===== config.mk =====
export PLATFORM = sky130hd
export DESIGN_NAME = bytes_avail_ctrl
export DESIGN_NICKNAME = d
export VERILOG_FILES = /design/src/rtl/bytes_avail_ctrl.sv
export SDC_FILE = /design/constraint.sdc
export NUM_CORES = 1
export LEC_CHECK = 0
export ABC_AREA = 1
export BUFFER_PORTS_ARGS = -buffer_cell sky130_fd_sc_hd__buf_2
export CAP_MARGIN = 25
export CORE_MARGIN = 2
export CORE_UTILIZATION = 59
export DETAILED_ROUTE_END_ITERATION = 6
export PLACE_DENSITY = 0.95
export SYNTH_ARGS = -nofsm -noshare
export SYNTH_HDL_FRONTEND = slang
export SYNTH_SLANG_ARGS = --single-unit

===== constraint.sdc =====
create_clock -name clk -period 10.4 [get_ports clk]
set_clock_uncertainty 0.2 [all_clocks]
set_input_delay 1.56 -clock clk [delete_from_list [all_inputs] [get_ports clk]]
set_output_delay 1.56 -clock clk [all_outputs]
set_load 0.05 [all_outputs]

===== src/rtl/bytes_avail_ctrl.sv =====
// rtl/bytes_avail_ctrl.sv - credit controller feeding the keep-masker's bytes-available input.
// Optional statistics ports (dropped_bytes, flush_count) enabled by BYTES_AVAIL_CTRL_STATS_EN.
module bytes_avail_ctrl #(
  parameter int BUSBYTEWIDTH = 16,
  parameter int BYTESAVAIL   = 32,
  parameter int PIPE_LAT     = 4
) (
  input  logic                               clk,
  input  logic                               reset,
  input  logic                               businvld,
  input  logic [BUSBYTEWIDTH-1:0]            businkeep,
  input  logic                               drain_vld,
  input  logic [$clog2(BYTESAVAIL+1)-1:0]    drain_bytes,
  input  logic                               flush,
  output logic [$clog2(BYTESAVAIL+1)-1:0]    bytesavailout,
  output logic                               full,
  output logic                               flushing,
  output logic                               flush_done,
  output logic                               err_overflow
`ifdef BYTES_AVAIL_CTRL_STATS_EN
  ,
  output logic [31:0]                        dropped_bytes,
  output logic [15:0]                        flush_count
`endif
);

  localparam int AW = $clog2(BYTESAVAIL + 1);
  localparam int PW = $clog2(BUSBYTEWIDTH + 1);
  localparam int GW = (PW > AW + 1) ? PW : AW + 1;
  localparam int CW = $clog2(PIPE_LAT + 1);

  typedef enum logic [1:0] {
    RUN   = 2'd0,
    FULL  = 2'd1,
    FLUSH = 2'd2
  } state_t;

  state_t          state, nxt_state;
  logic [AW-1:0]   avail, nxt_avail;
  logic [CW-1:0]   cnt, nxt_cnt;
  logic            nxt_err;
  logic [GW-1:0]   pop, grant, sum;

  // Bytes the masker keeps this beat: it clips the keep vector to the offered credit.
  always_comb begin
    pop = '0;
    for (int i = 0; i < BUSBYTEWIDTH; i++) begin
      pop = pop + GW'(businkeep[i]);
    end
    grant = '0;
    if (businvld) begin
      grant = (pop < GW'(bytesavailout)) ? pop : GW'(bytesavailout);
    end
    sum = GW'(avail) - grant + (drain_vld ? GW'(drain_bytes) : '0);
  end

  always_ff @(posedge clk or negedge reset) begin
    if (!reset) begin
      state        <= RUN;
      avail        <= AW'(BYTESAVAIL);
      cnt          <= '0;
      err_overflow <= 1'b0;
    end else begin
      state        <= nxt_state;
      avail        <= nxt_avail;
      cnt          <= nxt_cnt;
      err_overflow <= nxt_err;
    end
  end

  always_comb begin
    nxt_state = state;
    nxt_avail = avail;
    nxt_cnt   = cnt;
    nxt_err   = err_overflow;
    if (flush) begin
      nxt_state = FLUSH;
      nxt_cnt   = CW'(PIPE_LAT - 1);
    end else begin
      case (state)
        FLUSH: begin
          if (cnt == '0) begin
            nxt_state = RUN;
            nxt_avail = AW'(BYTESAVAIL);
          end else begin
            nxt_cnt = cnt - 1'b1;
          end
        end
        default: begin
          if (sum > GW'(BYTESAVAIL)) begin
            nxt_avail = AW'(BYTESAVAIL);
            nxt_err   = 1'b1;
          end else begin
            nxt_avail = sum[AW-1:0];
          end
          nxt_state = (nxt_avail == '0) ? FULL : RUN;
        end
      endcase
    end
  end

  // Credit is withheld for the whole flush so nothing new enters the masker pipeline.
  always_comb begin
    bytesavailout = (state == FLUSH) ? '0 : avail;
    full          = (state == FULL);
    flushing      = (state == FLUSH);
    flush_done    = (state == FLUSH) && (cnt == '0);
  end

`ifdef BYTES_AVAIL_CTRL_STATS_EN
  logic [GW-1:0] drop;
  logic [32:0]   drop_sum;

  always_comb begin
    drop     = businvld ? (pop - (flush ? '0 : grant)) : '0;
    drop_sum = {1'b0, dropped_bytes} + 33'(drop);
  end

  always_ff @(posedge clk or negedge reset) begin
    if (!reset) begin
      dropped_bytes <= '0;
      flush_count   <= '0;
    end else begin
      dropped_bytes <= drop_sum[32] ? 32'hFFFF_FFFF : drop_sum[31:0];
      if (flush) begin
        flush_count <= flush_count + 16'd1;
      end
    end
  end
`endif

endmodule

==> results.sh, run 1 <==
export IMPL_hold_violations=0
export IMPL_crit_top_cell="inv_1"
export IMPL_cts_buffer_depth=2
export IMPL_startpoint_type="input port"
export IMPL_relSlewSlack_pct=63.1
export IMPL_wl_per_cell_um=11.8
export IMPL_synthXorXnorAreaFrac_pct=1.55
export IMPL_reg2reg_depth=20
export IMPL_io_pins=37
export IMPL_synthesis_nets=292
export IMPL_outcome="finished clean"
export IMPL_endpoint_kind="flip-flop"
export IMPL_drv_cap=0
export IMPL_cts_tree="yes"
export IMPL_criticalPathCategory="input port to flip-flop"
export IMPL_diodes=0
export IMPL_tightest_slew_ps=552
export IMPL_nNetsFinal=333
export IMPL_cts_setup_buffers=0
export IMPL_antenna_found_initial=0
export IMPL_core_area_sq_um=2760
export IMPL_max_freq_mhz=133
export IMPL_die_width_um=57.7
export IMPL_period_minus_slack_ps=7530
export IMPL_synthCells=231
export IMPL_ys_ff_latch=12
export IMPL_cp_slowest_cell="fa_1"
export IMPL_final_common_cell="inv_1"
export IMPL_layout_common_cells="68 x inv_1, 36 x nand2_1, 36 x buf_2"
export IMPL_first_pass_iters=4
export IMPL_crit_path_max_incr_delay_ps=530
export IMPL_grt_pass1_vias=1500
export IMPL_fin_crit_sh_pct=72.4
export IMPL_grt_max_degree=13
export IMPL_cts_clk_slew_worst_paths_ps=70
export IMPL_floorplan_initialDensity_pct=61.6
export IMPL_synth_seq_area_share_pct=17.7
export IMPL_multiInputGateArea_sq_um=1130
export IMPL_synth_simple_area_share_pct=23.3
export IMPL_viasPerCell=5.12
export IMPL_rsz0062_at_grt="no"
export IMPL_hold_path_class="flip-flop to flip-flop"
export IMPL_register_area_sq_um=302
export IMPL_clk_latency_ps=270
export IMPL_grt_first_pass_wirelength_um=6050
export IMPL_area_growth_pct=14.4
export IMPL_cts_sinks=12
export IMPL_ys_types=31
export IMPL_synth_top_family_by_area="adder cells"
export IMPL_n_fill_cell=231
export IMPL_grt_use_total_pct=23.4
export IMPL_synth_adder_area_share_pct=32.1
export IMPL_cts_resized=0
export IMPL_tns_ps=0
export IMPL_drtAntennaViolNets=0
export IMPL_arrival_ps=7490
export IMPL_yosysWarnings=0
export IMPL_drt_wl_total_um=3570
export IMPL_required_ps=10360
export IMPL_setup_viol=0
export IMPL_gp_congestion=0.912
export IMPL_synthMuxAreaShare_pct=0
export IMPL_htree_levels=1
export IMPL_synth_compound_area_share_pct=9.57
export IMPL_dieArea_sq_um=3330
export IMPL_syn_cell_area_sq_um=1700
export IMPL_die_y_um=57.7
export IMPL_cts_hold_buf=0
export IMPL_drt_iter0_markers=94
export IMPL_num_rows=19
export IMPL_drc=0
export IMPL_num_vias=1545
export IMPL_final_max_slew_viol_count=0
export IMPL_ctsRootBufferMaster="clkbuf_4"
export IMPL_dp_hpwl_um=3020
export IMPL_cp_max_fo=9
export IMPL_cts_buffers=3
export IMPL_grt_overflow=0
export IMPL_port_buffers=36
export IMPL_drive_gt1_share_pct=20.7
export IMPL_synth_area_per_cell_sq_um=7.36
export IMPL_whs_path_depth=1
[Yosys cell counts (all sizes together)]
master / instances / share of area, %
nand3b: 2 / 0.88
dfstp: 1 / 1.5
o211ai: 1 / 0.44
o22ai: 5 / 2.2
fa: 16 / 19
a21oi: 9 / 3.3
nand2: 41 / 10
a22oi: 1 / 0.44
o21ai: 10 / 3.2
inv: 70 / 15
dfrtp: 11 / 16
nand4: 6 / 2.2
nor3: 2 / 0.59
nor2: 22 / 5.4
ha: 18 / 13
conb: 1 / 0.22
or2: 2 / 0.88
xnor2: 2 / 1.0
xor2: 1 / 0.52
nand3: 10 / 3.2
[registers in the layout, summed over array words and instances (netlist names)]
signal,count
cnt,3
avail,6
state,2
err_overflow,1
[worst paths after layout]
path | slack (ps) | start | endpoint
worst max register to register | 6450 | state[0]$_DFFE_PN0P_ | err_overflow$_DFFE_PN0P_
worst min register to register | 270 | err_overflow$_DFFE_PN0P_ | err_overflow$_DFFE_PN0P_
min in group asynchronous | 940 | reset | cnt[0]$_DFFE_PN0P_
worst max-delay path | 2870 | businkeep[0] | err_overflow$_DFFE_PN0P_
worst min-delay path | 270 | err_overflow$_DFFE_PN0P_ | err_overflow$_DFFE_PN0P_
max in group asynchronous | 8780 | reset | avail[5]$_DFFE_PN1P_
[cell type report]
| class | count | area share, % |
|---|---|---|
| multi-input combinational | 149 | 58.4 |
| sequential | 12 | 15.5 |
| inverter | 70 | 13.5 |
| timing repair buffer | 36 | 9.27 |
| tap | 31 | 1.99 |
| clock buffer | 4 | 1.35 |
[kinds of logic (layout without fill, tap and decap cells)]
group / after synthesis / count (layout)
AOI/OAI and AO/OA: 26 / 26
and+or+nand+nor: 85 / 85
DFF: 12 / 12
xor gates and xnor gates: 3 / 3
adders and majority gates: 34 / 34
other: 1 / 1
buffers and inverters: 70 / 110
[critical path: cells and delay by family]
family,cells,cell delay [ps]
simple gates,12,1280
buf+inv,11,660
fa+ha+maj,10,3730
compound gates,3,280
[per-layer routing]
layer	vias to the layer above	global-route usage [%]	share of wire [%]
met2	59	41.1	50
met5	-	0	0
met4	0	11.0	3.0
met3	13	2.46	5.8
met1	688	28.8	42
li1	785	-	-
[per-stage QoR]
stage,utilization (%),setup WS [ps],cells,hold WS [ps],cell area [sq um]
6_report,70.5,2870,302,271,1940
3_3_place_gp,69.6,2740,298,245,1920
4_1_cts,70.5,2890,302,268,1940
2_1_floorplan,-,3040,231,262,1700
5_1_grt,70.5,2540,302,287,1940
3_5_place_dp,69.6,2620,298,248,1920
Power of run 1 is not shown: default switching activity piles up to over one toggle a cycle in this logic, so the estimate is an artifact.
==> run 2: changes to the inputs <==
CORE_UTILIZATION = 55   (was 59)
PLACE_DENSITY = 0.92   (was 0.95)
clock period = 7.4 ns   (was 10.4 ns; I/O delays follow)
==> results.sh, run 2 (synthesis results as in run 1) <==
export IMPL_final_common_cell="inv_1"
export IMPL_ctsRootBufferMaster="clkbuf_4"
export IMPL_viasPerCell=5.06
export IMPL_met1_length_um=1540
export IMPL_nNetsFinal=333
export IMPL_register_area_sq_um=302
export IMPL_criticalPathCategory="input port to flip-flop"
export IMPL_drc=0
export IMPL_cp_max_fo=9
export IMPL_clk_latency_ps=270
export IMPL_n_fill_cell=259
export IMPL_multiInputGateArea_sq_um=1180
export IMPL_final_max_slew_viol_count=0
export IMPL_crit_path_max_incr_delay_ps=530
export IMPL_setup_viol=0
export IMPL_drive_gt1_share_pct=24.0
export IMPL_grt_first_pass_wirelength_um=5820
export IMPL_layout_common_cells="68 x inv_1, 36 x buf_2, 34 x nand2_1"
export IMPL_first_pass_iters=4
export IMPL_floorplan_initialDensity_pct=56.6
export IMPL_htree_levels=1
export IMPL_cts_tree="yes"
export IMPL_startpoint_type="input port"
export IMPL_port_buffers=36
export IMPL_arrival_ps=7000
export IMPL_io_pins=37
export IMPL_drv_cap=0
export IMPL_dr_wl_met3_um=115
export IMPL_drtAntennaViolNets=0
export IMPL_die_width_um=59.6
export IMPL_cts_buffers=3
export IMPL_fin_cells=304
export IMPL_grt_max_degree=13
export IMPL_die_y_um=59.6
export IMPL_drt_wl_total_um=3500
export IMPL_max_freq_mhz=142
export IMPL_num_rows=20
export IMPL_drt_iter0_markers=81
export IMPL_gp_congestion=0.847
export IMPL_crit_top_cell="inv_1"
export IMPL_largest_registers="avail x6, cnt x3, state x2"
export IMPL_diodes=0
export IMPL_num_vias=1538
export IMPL_top_layer="met4"
export IMPL_hold_path_class="flip-flop to flip-flop"
export IMPL_period_minus_slack_ps=7030
export IMPL_area_growth_pct=18.1
export IMPL_cts_hold_buf=0
export IMPL_outcome="finished clean"
export IMPL_grt_overflow=0
export IMPL_endpoint_kind="flip-flop"
export IMPL_dp_cells=300
export IMPL_regMostFlops="avail"
export IMPL_grt_pass1_vias=1422
export IMPL_cts_sinks=12
export IMPL_cp_slowest_cell="fa_1"
export IMPL_regToRegSetupSlack_ps=3500
export IMPL_fin_crit_sh_pct=95.0
export IMPL_relSlewSlack_pct=61.4
export IMPL_cts_clk_slew_worst_paths_ps=70
export IMPL_wl_per_cell_um=11.5
export IMPL_largest_register_ffs=6
export IMPL_rsz0062_at_grt="no"
export IMPL_fin_util_pct=66.8
export IMPL_dp_hpwl_um=3010
export IMPL_dieArea_sq_um=3550
export IMPL_required_ps=7370
export IMPL_wl_met2_um=1760
export IMPL_tightest_slew_ps=576
export IMPL_grt_use_total_pct=21.7
export IMPL_antenna_found_initial=0
export IMPL_hold_violations=0
export IMPL_cts_buffer_depth=2
export IMPL_tns_ps=0
export IMPL_core_area_sq_um=3000
-- run 2: worst max-delay path, delay by kind of cell --
family | cells | cell delay, ps
fa+ha+maj | 9 | 3720
simple gates | 14 | 1230
compound gates | 4 | 520
buf+inv | 8 | 420
-- run 2: timing repair --
item,4_1_cts,5_1_grt
endpoints found under the setup margin,0,8
gates resized for setup,0,10
setup buffers,0,0
-- run 2: layer usage --
metal / vias up / track usage [%]
met5: - / 0
met4: 0 / 8.57
met3: 10 / 1.53
met2: 35 / 37.8
met1: 709 / 27.8
li1: 784 / -
-- run 2: worst paths after layout --
path,cells past startpoint,end,start
worst max-delay path,35,state[0]$_DFFE_PN0P_,businkeep[0]
worst min-delay path,1,err_overflow$_DFFE_PN0P_,err_overflow$_DFFE_PN0P_
worst max register to register,24,state[0]$_DFFE_PN0P_,state[0]$_DFFE_PN0P_
worst min register to register,1,err_overflow$_DFFE_PN0P_,err_overflow$_DFFE_PN0P_
max in group asynchronous,1,avail[5]$_DFFE_PN1P_,reset
min in group asynchronous,1,cnt[1]$_DFFE_PN0P_,reset
-- run 2: metrics by stage --
step	worst slack, ps	hold slack (ps)	instance area, sq um
after floorplan	489	262	1700
after global placement	168	244	1920
after detailed placement	28.5	248	1920
after CTS	303	269	1960
after global routing	8.38	315	2010
final	371	267	2010
-- run 2: cell type report --
| class | instances | area share (%) |
|---|---|---|
| clock buffers | 4 | 1.81 |
| inverters | 70 | 13.1 |
| multi-input cells | 149 | 59.0 |
| flip-flops and latches | 12 | 15.0 |
| well taps | 33 | 2.06 |
| repair buffers | 36 | 8.98 |
Power of run 2 is left out for the same reason.
==> run 3: changes to the inputs <==
HOLD_SLACK_MARGIN = 0.12   (was unset)
clock period = 7.2 ns   (was 7.4 ns; I/O delays follow)
==> results.sh, run 3 (synthesis results as in run 1) <==
export IMPL_die_width_um=59.6
export IMPL_largest_registers="avail x6, cnt x3, state x2"
export IMPL_cts_setup_buffers=0
export IMPL_final_max_slew_viol_count=0
export IMPL_multiInputGateArea_sq_um=1220
export IMPL_grt_max_degree=13
export IMPL_clk_latency_ps=270
export IMPL_dieArea_sq_um=3550
export IMPL_hold_path_startpoint="err_overflow$_DFFE_PN0P_"
export IMPL_tightest_slew_ps=592
export IMPL_port_buffers=36
export IMPL_startpoint_type="input port"
export IMPL_startpoint="businkeep[0]"
export IMPL_io_pins=37
export IMPL_grt_overflow=0
export IMPL_drv_cap=0
export IMPL_outcome="finished clean"
export IMPL_critPathTopFamily="adder cells"
export IMPL_grt_use_total_pct=22.3
export IMPL_cts_resized=0
export IMPL_dp_cells=301
export IMPL_first_pass_iters=4
export IMPL_cts_buffers=3
export IMPL_n_fill_cell=243
export IMPL_drtAntennaViolNets=0
export IMPL_gp_congestion=0.867
export IMPL_cts_buffer_depth=2
export IMPL_postLayoutCellArea_sq_um=2050
export IMPL_period_minus_slack_ps=6880
export IMPL_fin_crit_sh_pct=95.6
export IMPL_die_y_um=59.6
export IMPL_antenna_found_initial=0
export IMPL_required_ps=7160
export IMPL_arrival_ps=6840
export IMPL_relSlewSlack_pct=60.4
export IMPL_dp_hpwl_um=3080
export IMPL_cts_tree="yes"
export IMPL_viasPerCell=5.19
export IMPL_cts_hold_buf=0
export IMPL_cp_slowest_cell="fa_2"
export IMPL_crit_top_cell="inv_1"
export IMPL_max_freq_mhz=145
export IMPL_criticalPathCategory="input port to flip-flop"
export IMPL_floorplan_initialDensity_pct=56.6
export IMPL_drt_wl_total_um=3770
export IMPL_crit_path_max_incr_delay_ps=600
export IMPL_cp_max_fo=9
export IMPL_grt_first_pass_wirelength_um=6130
export IMPL_area_growth_pct=20.8
export IMPL_hold_path_class="flip-flop to flip-flop"
export IMPL_largest_register_ffs=6
export IMPL_cts_clk_slew_worst_paths_ps=70
export IMPL_core_area_sq_um=3000
export IMPL_num_rows=20
export IMPL_layout_common_cells="67 x inv_1, 36 x buf_2, 34 x nand2_1"
export IMPL_regMostFlops="avail"
export IMPL_grt_pass1_vias=1470
export IMPL_cts_sinks=12
export IMPL_htree_levels=1
export IMPL_fin_cells=305
export IMPL_final_common_cell="inv_1"
export IMPL_num_vias=1584
export IMPL_drt_iter0_markers=77
export IMPL_hold_violations=0
export IMPL_wl_per_cell_um=12.4
export IMPL_setup_viol=0
export IMPL_timing_hold_ws_ps=277
export IMPL_drc=0
export IMPL_drive_gt1_share_pct=26.8
export IMPL_diodes=0
export IMPL_place_area_sq_um=1930
export IMPL_endpoint_kind="flip-flop"
export IMPL_ctsRootBufferMaster="clkbuf_4"
export IMPL_crit_buf_inv=7
export IMPL_worstReg2RegStart="state[0]$_DFFE_PN0P_"
export IMPL_register_area_sq_um=302
export IMPL_nNetsFinal=334
==> run 3: cell types whose count changed in the layout (fill, tap and decap cells not counted) <==
cell / delta
ha_4: +2
fa_2: +2
o21ai_2: +2
ha_1: -2
fa_1: -2
o21ai_1: -2
buf_4: +1
inv_2: +1
inv_1: -1
==> run 3: worst paths after layout <==
kind                                            end  depth (start not counted)  slack [ps]
setup / recovery           err_overflow$_DFFE_PN0P_                         29         320
hold / removal             err_overflow$_DFFE_PN0P_                          1         280
setup reg to reg           err_overflow$_DFFE_PN0P_                         21        3310
hold reg to reg            err_overflow$_DFFE_PN0P_                          1         280
max in group asynchronous      avail[5]$_DFFE_PN1P_                          1        6060
min in group asynchronous        cnt[1]$_DFFE_PN0P_                          1         470
==> run 3: per-layer routing <==
layer	share of wire (%)	GRT usage, %
met5	0	0
met4	1.5	6.03
met3	5.6	1.75
met2	51	38.1
met1	42	30.5
==> run 3: area by class of cell <==
cell class / count / share of cell area [%]
sequential: 12 / 14.7
timing repair buffer: 37 / 9.15
clock buffer: 4 / 1.77
inverter: 70 / 12.8
multi-input combinational: 149 / 59.6
tap: 33 / 2.01
==> run 3: stage by stage <==
stage | TNS, ps | setup slack (ps) | util (%)
6_report | 0 | 317 | 68.3
3_5_place_dp | -1070 | -208 | 64.2
3_3_place_gp | 0 | 34.0 | 64.2
5_1_grt | -2.56 | -2.56 | 68.3
2_1_floorplan | 0 | 319 | -
4_1_cts | 0 | 83.4 | 65.4
Power of run 3 is left out for the same reason.
